<file path="src/rtl/cmd_link.sv">
`default_nettype none
// ============================================================================
//  Module      : cmd_link
//  Description : Byte-to-command bridge. Assembles two UART bytes into a
//                16-bit command for dig_core and back-pressures the UART
//                until the command is cleared. Returns 8-bit responses to the
//                UART transmitter through a one-deep pending register.
//  Revision    : 1.0 - initial release
// ============================================================================
module cmd_link #(
    parameter int TIMEOUT = 50000
) (
    input  logic        clk,
    input  logic        rst,
    // UART receive side
    input  logic        rx_rdy,
    input  logic [7:0]  rx_data,
    output logic        clr_rx_rdy,
    // command handshake to dig_core
    output logic [15:0] cmd,
    output logic        cmd_rdy,
    input  logic        clr_cmd_rdy,
    // response handshake from dig_core
    input  logic [7:0]  resp,
    input  logic        send_resp,
    output logic        resp_sent,
    // UART transmit side
    output logic [7:0]  tx_data,
    output logic        trmt,
    input  logic        tx_done,
    // status
    output logic        to_err,
    output logic        resp_ovr
);

    localparam int                c_TIMER_W = (TIMEOUT > 1) ? $clog2(TIMEOUT) : 1;
    localparam logic [c_TIMER_W-1:0] c_TO_MAX = c_TIMER_W'(TIMEOUT - 1);

    localparam logic [1:0] c_RX_IDLE = 2'd0;
    localparam logic [1:0] c_RX_HIGH = 2'd1;
    localparam logic [1:0] c_RX_FULL = 2'd2;

    localparam logic       c_TX_IDLE = 1'b0;
    localparam logic       c_TX_BUSY = 1'b1;

    logic [1:0]           r_rx_state, w_rx_next;
    logic [c_TIMER_W-1:0] r_timer;
    logic                 w_cap_hi, w_cap_lo, w_timeout, w_tick, w_clr_cmd;

    logic                 r_tx_state, w_tx_next;
    logic                 r_pend_vld;
    logic [7:0]           r_pend_byte;
    logic                 w_load_new, w_load_pend, w_store_pend, w_drop, w_done;

    // ------------------------------------------------------------------------
    // Receive path
    // ------------------------------------------------------------------------

    // Receive state register
    always_ff @(posedge clk) begin
        if (rst) r_rx_state <= c_RX_IDLE;
        else     r_rx_state <= w_rx_next;
    end

    // Receive next-state: a byte always beats a simultaneous timeout
    always_comb begin
        w_rx_next = r_rx_state;
        case (r_rx_state)
            c_RX_IDLE: if (rx_rdy) w_rx_next = c_RX_HIGH;
            c_RX_HIGH: begin
                if (rx_rdy)                  w_rx_next = c_RX_FULL;
                else if (r_timer == c_TO_MAX) w_rx_next = c_RX_IDLE;
            end
            c_RX_FULL: if (clr_cmd_rdy) w_rx_next = c_RX_IDLE;
            default:   w_rx_next = c_RX_IDLE;
        endcase
    end

    // Receive decode; gated by rst so no byte is consumed while resetting
    always_comb begin
        w_cap_hi   = !rst && (r_rx_state == c_RX_IDLE) && rx_rdy;
        w_cap_lo   = !rst && (r_rx_state == c_RX_HIGH) && rx_rdy;
        w_timeout  = (r_rx_state == c_RX_HIGH) && !rx_rdy && (r_timer == c_TO_MAX);
        w_tick     = (r_rx_state == c_RX_HIGH) && !rx_rdy && (r_timer != c_TO_MAX);
        w_clr_cmd  = (r_rx_state == c_RX_FULL) && clr_cmd_rdy;
        clr_rx_rdy = w_cap_hi || w_cap_lo;
    end

    // Command assembly, ready flag and inter-byte timer
    always_ff @(posedge clk) begin
        if (rst) begin
            cmd     <= 16'h0000;
            cmd_rdy <= 1'b0;
            to_err  <= 1'b0;
            r_timer <= '0;
        end else begin
            to_err <= w_timeout;
            if (w_cap_hi) begin
                cmd[15:8] <= rx_data;
                r_timer   <= '0;
            end
            if (w_cap_lo) begin
                cmd[7:0] <= rx_data;
                cmd_rdy  <= 1'b1;
            end
            if (w_clr_cmd) cmd_rdy <= 1'b0;
            if (w_tick)    r_timer <= r_timer + 1'b1;
        end
    end

    // ------------------------------------------------------------------------
    // Transmit path
    // ------------------------------------------------------------------------

    // Transmit state register
    always_ff @(posedge clk) begin
        if (rst) r_tx_state <= c_TX_IDLE;
        else     r_tx_state <= w_tx_next;
    end

    // Transmit next-state: leave BUSY only when nothing else is waiting
    always_comb begin
        w_tx_next = r_tx_state;
        case (r_tx_state)
            c_TX_IDLE: if (send_resp) w_tx_next = c_TX_BUSY;
            c_TX_BUSY: if (tx_done && !r_pend_vld && !send_resp) w_tx_next = c_TX_IDLE;
            default:   w_tx_next = c_TX_IDLE;
        endcase
    end

    // Transmit decode; a new byte arriving with tx_done bypasses the pending slot
    always_comb begin
        w_load_new   = send_resp && ((r_tx_state == c_TX_IDLE) ||
                                     (tx_done && !r_pend_vld));
        w_load_pend  = (r_tx_state == c_TX_BUSY) && tx_done && r_pend_vld;
        w_store_pend = (r_tx_state == c_TX_BUSY) && send_resp && !r_pend_vld && !tx_done;
        w_drop       = (r_tx_state == c_TX_BUSY) && send_resp && r_pend_vld;
        w_done       = (r_tx_state == c_TX_BUSY) && tx_done;
    end

    // Transmit datapath: byte register, pending slot, pulses and overflow flag
    always_ff @(posedge clk) begin
        if (rst) begin
            tx_data     <= 8'h00;
            trmt        <= 1'b0;
            resp_sent   <= 1'b0;
            resp_ovr    <= 1'b0;
            r_pend_vld  <= 1'b0;
            r_pend_byte <= 8'h00;
        end else begin
            trmt      <= w_load_new || w_load_pend;
            resp_sent <= w_done;
            if (w_load_new)       tx_data <= resp;
            else if (w_load_pend) tx_data <= r_pend_byte;
            if (w_store_pend) begin
                r_pend_vld  <= 1'b1;
                r_pend_byte <= resp;
            end else if (w_load_pend) begin
                r_pend_vld <= 1'b0;
            end
            if (w_drop) resp_ovr <= 1'b1;
        end
    end

endmodule
`default_nettype wire

</file>
<file path="config.mk">
export PLATFORM = sky130hd
export DESIGN_NAME = cmd_link
export DESIGN_NICKNAME = d
export VERILOG_FILES = /design/src/rtl/cmd_link.sv
export SDC_FILE = /design/constraint.sdc
export NUM_CORES = 1
export LEC_CHECK = 0
export ABC_CLOCK_PERIOD_IN_PS = 2500
export CORE_ASPECT_RATIO = 1.5
export CORE_UTILIZATION = 50
export CTS_CLUSTER_DIAMETER = 200
export DETAILED_ROUTE_END_ITERATION = 10
export PLACE_DENSITY = 0.83
export SLEW_MARGIN = 40
export SYNTH_ARGS = -nofsm -noshare
export SYNTH_HDL_FRONTEND = slang
export SYNTH_SLANG_ARGS = --single-unit
export TNS_END_PERCENT = 1
</file>
<file path="constraint.sdc">
create_clock -name clk -period 2.5 [get_ports clk]
set_input_delay 0.5 -clock clk [delete_from_list [all_inputs] [get_ports clk]]
set_output_delay 0.5 -clock clk [all_outputs]
set_load 0.03 [all_outputs]
</file>
==> results.json <==
{
  "antenna_cells": 0,
  "period_needed_ps": 2051,
  "syn_avg_cell_area_um2": 8.414,
  "area_growth_pct": 29.74,
  "worst_slew_pin_slew_ps": 637.1,
  "synth_cell_type_count": 38,
  "setup_ws_ps": 449.3,
  "track_usage_pct": 25.21,
  "drt_iter0_drc": 135,
  "setup-violations-final": 0,
  "ys_warn_count": 0,
  "status": "completed",
  "clk_pin_slew_ps": 60,
  "post-place-ws_ps": 220.6,
  "r2r_end": "r_timer[13]",
  "rsz0062_at_grt": "no",
  "first_pass_iters": 5,
  "p_per_area_nw_per_um2": 616.1,
  "finalWirelength_mm": 5.927,
  "cp-end-kind": "register",
  "whs_path_depth": 2,
  "row_count": 30,
  "slowest_delay_ps": 520,
  "synth.area.top_cells": "dfxtp_1 (47%), nand2_1 (7.4%), mux2i_1 (6.5%), a21oi_1 (5.7%), nor2_1 (4.6%)",
  "relSlewSlack_pct": 57.08,
  "die_w_um": 59.14,
  "layout-drive-gt1-share_pct": 7.803,
  "grt_max_degree": 48,
  "root_buffer": "clkbuf_8",
  "grt_pass1_wl_mm": 9.873,
  "ys_ff_latch": 57,
  "core-area_um2": 4617,
  "maxCapViolCount": 0,
  "vdd_ir_drop_max_mv": 0.5377,
  "ys_seq_area_share_pct": 46.60,
  "synthCells": 291,
  "layout.nets": 366,
  "dr.max_layer_used": "met4",
  "wl_met3_um": 335,
  "p_leak_uw": 0.001144,
  "crit_required_ps": 2760,
  "post-synth-top-area-cell": "dfxtp_1",
  "hold_viol_final": 0,
  "min_from": "cmd[5]",
  "gr-total-overflow": 0,
  "crit_type": "reg2reg",
  "start_kind": "register",
  "reg2reg_setup_slack_ps": 450,
  "die_area_um2": 5187,
  "clkLatencyLatePin_ps": 340,
  "r2r-start": "r_timer[0]",
  "viasPerCell": 5.693,
  "holdPathEnd": "cmd[5]",
  "pin_count": 52,
  "post-route-cell-area_um2": 3177,
  "port_buffers": 51,
  "wl_met2_mm": 3.038,
  "drc": 0,
  "start_util_pct": 53.04,
  "cp_cell_sequence": "ha_1 > and3_1 > and4_4 > or2_4 > or4_1 > o21ai_1",
  "post_dp_cell_area_um2": 3008,
  "hp-class": "reg2reg",
  "netlist_area_um2": 2449,
  "fmax_mhz": 487.6,
  "via_count": 2334,
  "ctsResizeCount": 0,
  "gp_congestion": 0.8862,
  "yosysMostFrequentCell": "dfxtp_1",
  "yosys.area.top_type_share_pct": 46.60,
  "path_max_fanout": 14,
  "clk_path_buf_depth": 2,
  "dpl.hpwl_mm": 4.041,
  "syn_nets": 314,
  "final_antenna_net_count": 0,
  "post_cts_buffers": 0,
  "wl_met1_mm": 2.416,
  "setup_tns_ps": 0,
  "fin_crit_sh_pct": 82.03,
  "crit_slowest_cell": "or4_1",
  "async_flop_share_pct": 0,
  "numCtsBuffers": 9,
  "antenna_found_initial": 0,
  "h-tree-depth": 3,
  "cts_tree": "built",
  "synth_flop_cell": "dfxtp_1",
  "fill_cells": 388,
  "detail_route.wl_per_cell_um": 14.46,
  "report.final.slew_viol_count": 0,
  "synth_edf_count": 0,
  "hold_buffers": 0,
  "arrival_ps": 2310,
  "synth_top_cells_by_count": "dfxtp_1 (57), nand2_1 (48), nor2_1 (30)",
  "reg2reg_depth": 6,
  "cts.sinks": 57,
  "grt_pass1_vias": 2226,
  "fin_worst_skew_ps": 11.94,
  "die_y_um": 87.71
}
## routing by layer
metal | track usage [%] | vias to the layer above
met5 | 0 | -
met4 | 14.29 | 0
met3 | 7.386 | 15
met2 | 41.53 | 72
met1 | 28.70 | 1092
li1 | - | 1155
## sequential cells by signal, summed over array words and instances (netlist names)
name and cells:
cmd_rdy 1, to_err 1, r_tx_state 1, r_pend_vld 1, tx_data 8, r_rx_state 2, trmt 1, cmd 16
resp_ovr 1, r_timer 16, r_pend_byte 8, resp_sent 1
## worst max-delay path: cells and delay by family, from the launching register on
kind / cells / cell delay [ps]
flip-flops: 1 / 350
adder cells (fa/ha/maj): 1 / 270
AO/OA/AOI/OAI: 1 / 140
AND/OR/NAND/NOR: 4 / 1220
## logic make-up after synthesis
kind of cell	synth area share, %
DFF	46.60
buffers and inverters	4.036
and+or+nand+nor	25.96
adders and majority gates	0.5109
xor gates and xnor gates	0.7155
muxes	7.000
AOI/OAI and AO/OA	15.18
## placed cells by master, fill, tap and decap left out, types with 2 or more instances in the layout
master and instances:
xnor2_1 2, nor4_1 4, nand2_1 48, a41o_1 2
clkbuf_8 11, nand2b_1 3, dfxtp_1 57, nor3b_1 3
buf_4 8, clkinv_2 2, clkdlybuf4s50_1 49, inv_1 6
o21ai_0 11, or3_1 3, nor2_1 30, a21oi_1 28
a211oi_1 9, mux2i_1 16, nand3_1 9, or4_1 6
and3_1 3, nor4b_1 3, o311ai_0 4, a311oi_1 3
nor2b_1 2, nand4_1 8, nor3_1 4
## per-stage QoR
stage / hold slack, ps / std cells / utilization [%] / power [µW]
2_1_floorplan: 459.6 / 291 / - / 1117
3_5_place_dp: 449.2 / 396 / 65.15 / 1231
3_3_place_gp: 441.7 / 396 / 65.15 / 1227
4_1_cts: 458.0 / 410 / 68.81 / 1974
6_report: 454.2 / 410 / 68.81 / 1957
5_1_grt: 470.0 / 410 / 68.81 / 2032
## area by class of cell
type                    instances  area [µm²]  share of cell area [%]
clock buffers                  11       151.4                   4.766
repair buffers                 58       555.5                   17.49
multi-input cells             211        1209                   38.05
flip-flops and latches         57        1141                   35.92
clock inverters                 3       17.52                  0.5514
inverters                       6       22.52                  0.7089
well taps                      64       80.08                   2.521
## power breakdown
group	switching [µW]	internal, µW	total [µW]
clock	345	398	743
sequential	22.7	940	963
combinational	144	107	251
total	511	1450	1960
## worst max-delay path by stage
stage | end | start | slack (ps)
after floorplan | r_timer[14] | r_timer[0] | 570
after global placement | r_timer[9] | rx_rdy | 270
after detailed placement | r_timer[13] | rx_rdy | 220
after CTS | r_timer[13] | r_timer[0] | 460
after global routing | r_timer[9] | r_timer[0] | 350
final | r_timer[13] | r_timer[0] | 450
(Power assumes the default switching activity.)
